==> config.mk <==
export PLATFORM = sky130hd
export DESIGN_NAME = pipelined_add_sub
export DESIGN_NICKNAME = d
export VERILOG_FILES = /design/src/rtl/pipelined_add_sub.sv
export SDC_FILE = /design/constraint.sdc
export NUM_CORES = 1
export LEC_CHECK = 0
export ABC_CLOCK_PERIOD_IN_PS = 6250
export BUFFER_PORTS_ARGS = -buffer_cell sky130_fd_sc_hd__buf_2
export CAP_MARGIN = 20
export CELL_PAD_IN_SITES_DETAIL_PLACEMENT = 0
export CELL_PAD_IN_SITES_GLOBAL_PLACEMENT = 2
export CORE_MARGIN = 2
export CORE_UTILIZATION = 38
export DETAILED_ROUTE_END_ITERATION = 7
export PLACE_DENSITY_LB_ADDON = 0.12
export RECOVER_POWER = 50
export SETUP_SLACK_MARGIN = 0.02
export SYNTH_ARGS = -nofsm -noshare
export SYNTH_HDL_FRONTEND = slang
export SYNTH_SLANG_ARGS = --single-unit
==> constraint.sdc <==
create_clock -name clk -period 6.25 [get_ports clk]
set_input_delay 0.3125 -clock clk [delete_from_list [all_inputs] [get_ports clk]]
set_output_delay 0.3125 -clock clk [all_outputs]
set_load 0.01 [all_outputs]
==> src/rtl/pipelined_add_sub.sv <==
// Pipelined WIDTH-bit adder/subtractor, carry chain split into STAGES chunks.
// Valid/ready stream in and out; all stages stall together on back-pressure.
module pipelined_add_sub #(
    parameter int WIDTH  = 32,
    parameter int STAGES = 4
) (
    input  logic             clk,
    input  logic             rst_n,
    input  logic             in_valid,
    output logic             in_ready,
    input  logic [WIDTH-1:0] A,
    input  logic [WIDTH-1:0] B,
    input  logic             Sub,
    output logic             out_valid,
    input  logic             out_ready,
    output logic [WIDTH-1:0] Sum,
    output logic             Cout,
    output logic             Ovf,
    output logic             Zero
);

    localparam int CW = WIDTH / STAGES;
    localparam int L  = STAGES - 1;

    logic adv;

    assign adv      = ~out_valid | out_ready;
    assign in_ready = adv;

    for (genvar k = 0; k < STAGES; k++) begin : g_st
        logic             v_i;
        logic             c_i;
        logic [WIDTH-1:0] a_i;
        logic [WIDTH-1:0] b_i;
        logic [WIDTH-1:0] r_i;
        logic [CW:0]      add;
        logic [WIDTH-1:0] r_d;
        logic             v_q;
        logic             c_q;
        logic [WIDTH-1:0] a_q;
        logic [WIDTH-1:0] b_q;
        logic [WIDTH-1:0] r_q;

        if (k == 0) begin : g_head
            assign v_i = in_valid;
            assign a_i = A;
            assign b_i = Sub ? ~B : B;
            assign c_i = Sub;
            assign r_i = '0;
        end else begin : g_link
            assign v_i = g_st[k-1].v_q;
            assign a_i = g_st[k-1].a_q;
            assign b_i = g_st[k-1].b_q;
            assign c_i = g_st[k-1].c_q;
            assign r_i = g_st[k-1].r_q;
        end

        assign add = {1'b0, a_i[k*CW +: CW]}
                   + {1'b0, b_i[k*CW +: CW]}
                   + {{CW{1'b0}}, c_i};

        always_comb begin
            r_d = r_i;
            r_d[k*CW +: CW] = add[CW-1:0];
        end

        // Data only loads for real beats so outputs hold across bubbles.
        always_ff @(posedge clk or negedge rst_n) begin
            if (!rst_n) begin
                v_q <= 1'b0;
                c_q <= 1'b0;
                a_q <= '0;
                b_q <= '0;
                r_q <= '0;
            end else if (adv) begin
                v_q <= v_i;
                if (v_i) begin
                    c_q <= add[CW];
                    a_q <= a_i;
                    b_q <= b_i;
                    r_q <= r_d;
                end
            end
        end
    end

    logic ovf_d;
    logic zero_d;
    logic ovf_q;
    logic zero_q;
    logic unused_ops;

    // Carry into the MSB is recovered from the MSB sum bit.
    assign ovf_d = g_st[L].a_i[WIDTH-1]
                 ^ g_st[L].b_i[WIDTH-1]
                 ^ g_st[L].add[CW-1]
                 ^ g_st[L].add[CW];
    assign zero_d     = ~|g_st[L].r_d;
    assign unused_ops = ^{g_st[L].a_q, g_st[L].b_q};

    always_ff @(posedge clk or negedge rst_n) begin
        if (!rst_n) begin
            ovf_q  <= 1'b0;
            zero_q <= 1'b0;
        end else if (adv && g_st[L].v_i) begin
            ovf_q  <= ovf_d;
            zero_q <= zero_d;
        end
    end

    assign out_valid = g_st[L].v_q;
    assign Sum       = g_st[L].r_q;
    assign Cout      = g_st[L].c_q;
    assign Ovf       = ovf_q;
    assign Zero      = zero_q;

endmodule
==> results of run 1 <==
[report_power, final]
part | internal (mW) | switching (mW)
sequential | 1.74 | 0.318
clock | 0.552 | 0.462
combinational | 0.983 | 0.981
total | 3.28 | 1.76
[metrics by stage]
stage / total power [mW] / hold slack, ns / std cells / worst slack, ns / area [um^2]
detailed placement: 4.12 / 0.467 / 1028 / 3.24 / 9190
global placement: 4.06 / 0.460 / 1028 / 3.30 / 9190
global route: 5.47 / 0.0610 / 1060 / 3.13 / 9690
floorplan: 3.52 / 0.0169 / 667 / 3.93 / 8410
finish: 5.04 / 0.00807 / 1060 / 3.40 / 9690
CTS: 5.16 / 0.0210 / 1060 / 3.40 / 9740
[Yosys cell counts (all sizes together) (2+ instances only)]
master	n
clkbuf	7
o211a	2
o31ai	7
o21ai	54
a21o	6
nor4	5
mux2	128
o21bai	5
xor2	16
nand2b	2
nand3	4
nor2	14
inv	19
nor2b	5
o21a	6
ha	28
a211oi	3
fa	7
nand2	65
nor3	11
dfrtp	186
a21oi	16
a21boi	2
buf	21
nand4	2
xnor2	35
or3	2
[layer usage]
layer | share of wire, % | wire, um
met4 | 1.3 | 223
met5 | 0 | 0
met2 | 47 | 7990
met1 | 48 | 8020
met3 | 3.8 | 636
[area by class of cell]
| cell class | count | area share [%] |
|---|---|---|
| clock buffers | 19 | 4.47 |
| well taps | 280 | 3.62 |
| inverters | 19 | 0.736 |
| flip-flops and latches | 186 | 48.1 |
| clock inverters | 13 | 1.25 |
| repair buffers | 109 | 5.35 |
| multi-input cells | 434 | 36.5 |
[flip-flops by register name, summed over array words and instances, names as in the netlist]
name and flops:
g_st.b_q 48, g_st.v_q 3, g_st.a_q 48, g_st.r_q 48, Cout 1, Ovf 1, g_st.c_q 3, out_valid 1
Zero 1, Sum 32
[critical path, delay by kind of cell, from the launching register on]
family          cells  cell delay (ns)
flops               1             0.37
buf+inv             1             0.20
compound gates      1             0.20
simple gates        4             1.98
[path summary, 6_finish.rpt]
kind,startpoint,endpoint,slack [ns]
hold / removal,rst_n,g_st[0].a_q[23],0.008
min in group clk,A[15],g_st[0].a_q[15],0.11
max in group asynchronous,rst_n,g_st[2].r_q[22],4.72
setup reg to reg,out_valid,Zero,3.40
hold reg to reg,g_st[0].b_q[29],g_st[0].b_q[29],0.47
setup / recovery,out_valid,Zero,3.40
[kinds of logic (layout without fill, tap and decap cells)]
| kind of cell | count (synthesis) | in the layout | share of synthesized area, % |
|---|---|---|---|
| AOI/OAI and AO/OA | 104 | 104 | 7.40 |
| DFF | 186 | 186 | 55.4 |
| xor gates and xnor gates | 51 | 51 | 5.31 |
| muxes | 129 | 129 | 17.3 |
| adders and majority gates | 35 | 35 | 5.84 |
| and+or+nand+nor | 115 | 115 | 6.30 |
| buffers and inverters | 47 | 160 | 2.52 |
==> impl_metrics.json, run 1 <==
{
  "status": "finished with violations",
  "violations": "max-capacitance violations, max-slew violations",
  "ant_nets": 0,
  "vdd_drop_max_uv": 172,
  "multiInputGateArea_mm2": 0.00354,
  "synthTopCellsByArea": "dfrtp_1, mux2_2, ha_1",
  "htree_levels": 4,
  "worstPathArrival_ns": 3.19,
  "finClkSkew_ns": 0.0105,
  "layout_commonest_cell": "dfrtp_1",
  "cts_hold_buf": 0,
  "slowest_stage": "nand2_1",
  "drive_above_1_share_pct": 29.2,
  "utilization_pct": 44.5,
  "wire_per_inst_um": 15.9,
  "clk_pin_slew_ns": 0.07,
  "max_cap_viol_count": 1,
  "ys_seq_area_share_pct": 55.4,
  "core_mm2": 0.0218,
  "path_class": "reg -> reg",
  "die_y_um": 153,
  "track_usage_pct": 15.4,
  "critPathMaxFanout": 42,
  "synthArstFlopShare_pct": 100,
  "clk_latency_ns": 0.43,
  "met1_usage_pct": 20.7,
  "max_stage_delay_ns": 1.08,
  "hold_viol_final": 0,
  "slew_violations": 43,
  "cts-buffers-inserted": 17,
  "drc": 0,
  "n_antenna_cell": 0,
  "clock-root-buffer": "clkbuf_16",
  "use_met3_pct": 3.47,
  "grt_pass1_vias": 5439,
  "cts_resized": 0,
  "synth_seq_cells": 186,
  "grt_start_max_net_pins": 110,
  "viasPerCell": 4.81,
  "relSlewSlack_pct": -22.4,
  "first_pass_iters": 4,
  "synth_top_cell_area_share_pct": 55.4,
  "gp_congestion": 0.780,
  "cts_tree": "done",
  "fin_nets": 871,
  "cts_buffer_depth": 2,
  "avgSynthCellArea_um2": 12.6,
  "syn_area_mm2": 0.00841,
  "fin_crit_sh_pct": 45.7,
  "area_growth_pct": 15.2,
  "seqCellArea_mm2": 0.00465,
  "setup_violations": 0,
  "rsz0062_at_grt": "no",
  "synthCells": 667,
  "vias": 5094,
  "fmax_mhz": 350,
  "die_x_um": 153,
  "cts_setup_buffers": 0,
  "grtUsageMet2_pct": 24.7,
  "yosys_warnings": 0,
  "cts.sinks": 186,
  "cp_cell_sequence": "nor2b_1 > inv_1 > nand2_1 > and4b_1 > nand4_1 > o31ai_1",
  "initialDrtViolationCount": 206,
  "synth_edf_count": 0,
  "routed_wl_um": 16900,
  "power_density_mw_per_mm2": 520,
  "syn_nets": 771,
  "io_pins": 106,
  "fp.dieArea_mm2": 0.0233,
  "busiest_layer": "met2",
  "initial_core_util_pct": 38.6,
  "required_ns": 6.59,
  "antenna_found_initial": 0,
  "fin_crit_ns": 2.85,
  "yosys_most_used_dff": "dfrtp_1",
  "synth_area_leader_cell": "dfrtp_1",
  "grt_pass1_wl_um": 28500,
  "rows": 54,
  "gr-total-overflow": 0,
  "startpoint_type": "flop",
  "io_buffers": 105,
  "hold_class": "in -> async",
  "worstMarginPinSlew_ns": 1.83,
  "p_leak_nw": 4.38,
  "final_cell_mix": "dfrtp_1, mux2_2, buf_2",
  "synth.distinct_cells": 45,
  "fill_cells": 2073,
  "critPathCaptureType": "flop",
  "rr_worst_depth": 6,
  "setup-tns-final_ns": 0,
  "dpl.hpwl_um": 11700
}
No activity file was read; power rests on OpenSTA's default activity.
==> inputs of run 2 (changes only) <==
Settings changed: ABC_AREA from default to 1, ABC_CLOCK_PERIOD_IN_PS 6250 to 2500, CORE_UTILIZATION 38 to 32.
Clock period 6.25 ns to 2.5 ns, I/O delays scaled along.
==> run 2 against run 1 <==
Effect of this change: the run still ends with max-capacitance violations, max-slew violations left; count of clock-buffer cells in the layout is the same; die area grew 22%; global-route usage down 0.17 points; critical path depth down 3; non-clock buffer count is 47 higher.
==> impl_metrics.json, run 2 <==
{
  "n_antenna_cell": 0,
  "initialDrtViolationCount": 346,
  "synthArstFlopShare_pct": 100,
  "path_class": "in -> async",
  "setup-tns-final_ns": 0,
  "initial_core_util_pct": 32.4,
  "dpl.hpwl_um": 14500,
  "track_usage_pct": 15.2,
  "yosys_warnings": 0,
  "grt_pass1_vias": 6459,
  "p_seq_share_pct": 39.8,
  "p_leak_nw": 5.31,
  "synthAdderAreaFrac_pct": 5.67,
  "critPathMaxFanout": 60,
  "die_y_um": 168,
  "avgSynthCellArea_um2": 8.70,
  "rows": 60,
  "die_x_um": 168,
  "slew_violations": 60,
  "top_regs": "g_st.a_q x48, g_st.b_q x48, g_st.r_q x48",
  "fmax_mhz": 504,
  "vias": 6364,
  "synthSimpleGateAreaFrac_pct": 21.4,
  "clock-root-buffer": "clkbuf_16",
  "layout_commonest_cell": "nand2_1",
  "synth_xor_area_share_pct": 4.25,
  "first_pass_iters": 4,
  "synthTopCellsByArea": "dfrtp_1, nand2_1, o21ai_0",
  "rr_worst_depth": 10,
  "cts_tree": "done",
  "p_sw_mw": 4.70,
  "vdd_drop_max_uv": 495,
  "setup_violations": 0,
  "cts.sinks": 186,
  "ant_nets": 0,
  "viasPerCell": 4.29,
  "hold_depth": 3,
  "worstPathArrival_ns": 2.50,
  "io_buffers": 105,
  "cts_buffer_depth": 2,
  "worstMarginPinSlew_ns": 1.63,
  "max_cap_viol_count": 1,
  "htree_levels": 4,
  "synthTopCellsByCount": "nand2_1, dfrtp_1, o21ai_0",
  "violations": "max-capacitance violations, max-slew violations",
  "syn_area_mm2": 0.00865,
  "synth_top_family_by_area": "simple AND/OR/NAND/NOR gates",
  "synth.distinct_cells": 34,
  "area_growth_pct": 21.2,
  "io_pins": 106,
  "synth_mux_area_share_pct": 0,
  "fp.dieArea_mm2": 0.0284,
  "core_mm2": 0.0267,
  "fin_crit_sh_pct": 79.4,
  "clk_pin_slew_ns": 0.07,
  "gr-total-overflow": 0,
  "rsz0062_at_grt": "no",
  "wire_per_inst_um": 13.8,
  "final_cell_mix": "nand2_1, dfrtp_1, o21ai_0",
  "finClkSkew_ns": 0.00741,
  "p_sw_share_pct": 38.4,
  "yosys_most_used_dff": "dfrtp_1",
  "antenna_found_initial": 0,
  "hold_viol_final": 0,
  "p_comb_share_pct": 36.5,
  "drive_above_1_share_pct": 10.5,
  "ys_seq_area_share_pct": 53.8,
  "fin_nets": 1235,
  "p_int_mw": 7.53,
  "cts_setup_buffers": 0,
  "fin_crit_ns": 1.99,
  "clk_latency_ns": 0.42,
  "synth_top_cell_area_share_pct": 53.8,
  "synth_edf_count": 0,
  "startpoint_type": "input pin",
  "synth_seq_cells": 186,
  "p_clk_share_pct": 23.7,
  "yosysMostFrequentCell": "nand2_1",
  "critPathCaptureType": "asynchronous set/reset pin",
  "fill_cells": 2822,
  "drc": 0,
  "gp_congestion": 0.761,
  "synth_area_leader_cell": "dfrtp_1",
  "hold_class": "in -> reg",
  "synthCells": 995,
  "routed_wl_um": 20400,
  "required_ns": 3.01,
  "totalPowerFinal_mw": 12.2,
  "synth_compound_area_share_pct": 8.73,
  "cts-buffers-inserted": 17,
  "syn_nets": 1099,
  "status": "finished with violations",
  "relSlewSlack_pct": -8.96,
  "power_density_mw_per_mm2": 1170,
  "cts_resized": 0,
  "grt_start_max_net_pins": 81,
  "grt_pass1_wl_um": 34300
}
==> run 2: cell types whose count changed after synthesis, moves of 7 or more <==
cell	change
nor3_1	-10
inv_1	+64
o21ai_0	+63
nand4_1	+7
mux2_2	-119
o31ai_1	-7
mux2_1	-9
nand2_1	+325
nor2_1	+15
nand3b_1	+8
nand3_1	+16
==> run 2: through the flow <==
| step | util (%) | std cells | area (um^2) | setup WS [ns] | hold slack (ns) |
|---|---|---|---|---|---|
| floorplan | - | 995 | 8650 | 0.720 | -0.171 |
| global placement | 35.6 | 1412 | 9520 | 0.609 | 0.163 |
| detailed placement | 35.6 | 1412 | 9520 | 0.582 | 0.162 |
| CTS | 39.5 | 1485 | 10600 | 0.570 | 0.00365 |
| global route | 39.3 | 1485 | 10500 | 0.205 | 0.0233 |
| finish | 39.3 | 1485 | 10500 | 0.514 | 0.0191 |
==> run 2: final timing paths <==
kind                              from              end  slack (ns)
min reg2reg                     Sum[0]           Sum[0]        0.47
max in group clk           g_st[2].c_q              Ovf        0.56
max                              rst_n  g_st[0].a_q[30]        0.51
max reg2reg                g_st[2].c_q              Ovf        0.56
min in group asynchronous        rst_n          Sum[11]        0.64
min                              B[26]  g_st[0].b_q[26]        0.02
==> run 2: worst max-delay path: stages <==
cell and delay (ns):
dlygate4sd3_1 0.52, clkbuf_2 1.15, buf_6 0.56
==> run 2: final cells by class <==
class | count | area (um^2) | area share [%]
inverter | 87 | 329 | 3.14
timing repair buffer | 156 | 991 | 9.45
tap | 341 | 427 | 4.07
clock buffer | 19 | 443 | 4.22
clock inverter | 13 | 189 | 1.80
multi-input combinational | 683 | 3460 | 33.0
sequential | 186 | 4650 | 44.4
==> run 2: power groups by stage <==
stage | clock network (mW) | logic, mW | registers, mW
2_1_floorplan | 0 | 3.15 | 4.84
3_3_place_gp | 0 | 4.57 | 4.92
3_5_place_dp | 0 | 4.57 | 4.94
4_1_cts | 2.99 | 4.63 | 4.89
5_1_grt | 3.12 | 5.25 | 5.03
6_report | 2.89 | 4.46 | 4.87
==> run 2: cell families after synthesis <==
group                    after synthesis
AO/OA/AOI/OAI                        145
XOR/XNOR                              42
adder cells (fa/ha/maj)               35
buffers and inverters                126
flip-flops                           186
AND/OR/NAND/NOR                      461
==> run 2: what timing repair did <==
action	in CTS	in global routing
endpoints found under the hold margin	97	0
setup endpoints to repair	0	0
hold buffers	41	0
==> run 2: layer usage <==
| layer | track usage (%) | wire length [um] | vias up |
|---|---|---|---|
| met5 | 0 | 0 | - |
| met4 | 3.37 | 145 | 0 |
| met1 | 23.6 | 11400 | 2837 |
| met2 | 21.9 | 8290 | 100 |
| met3 | 2.76 | 566 | 7 |
| li1 | - | - | 3420 |
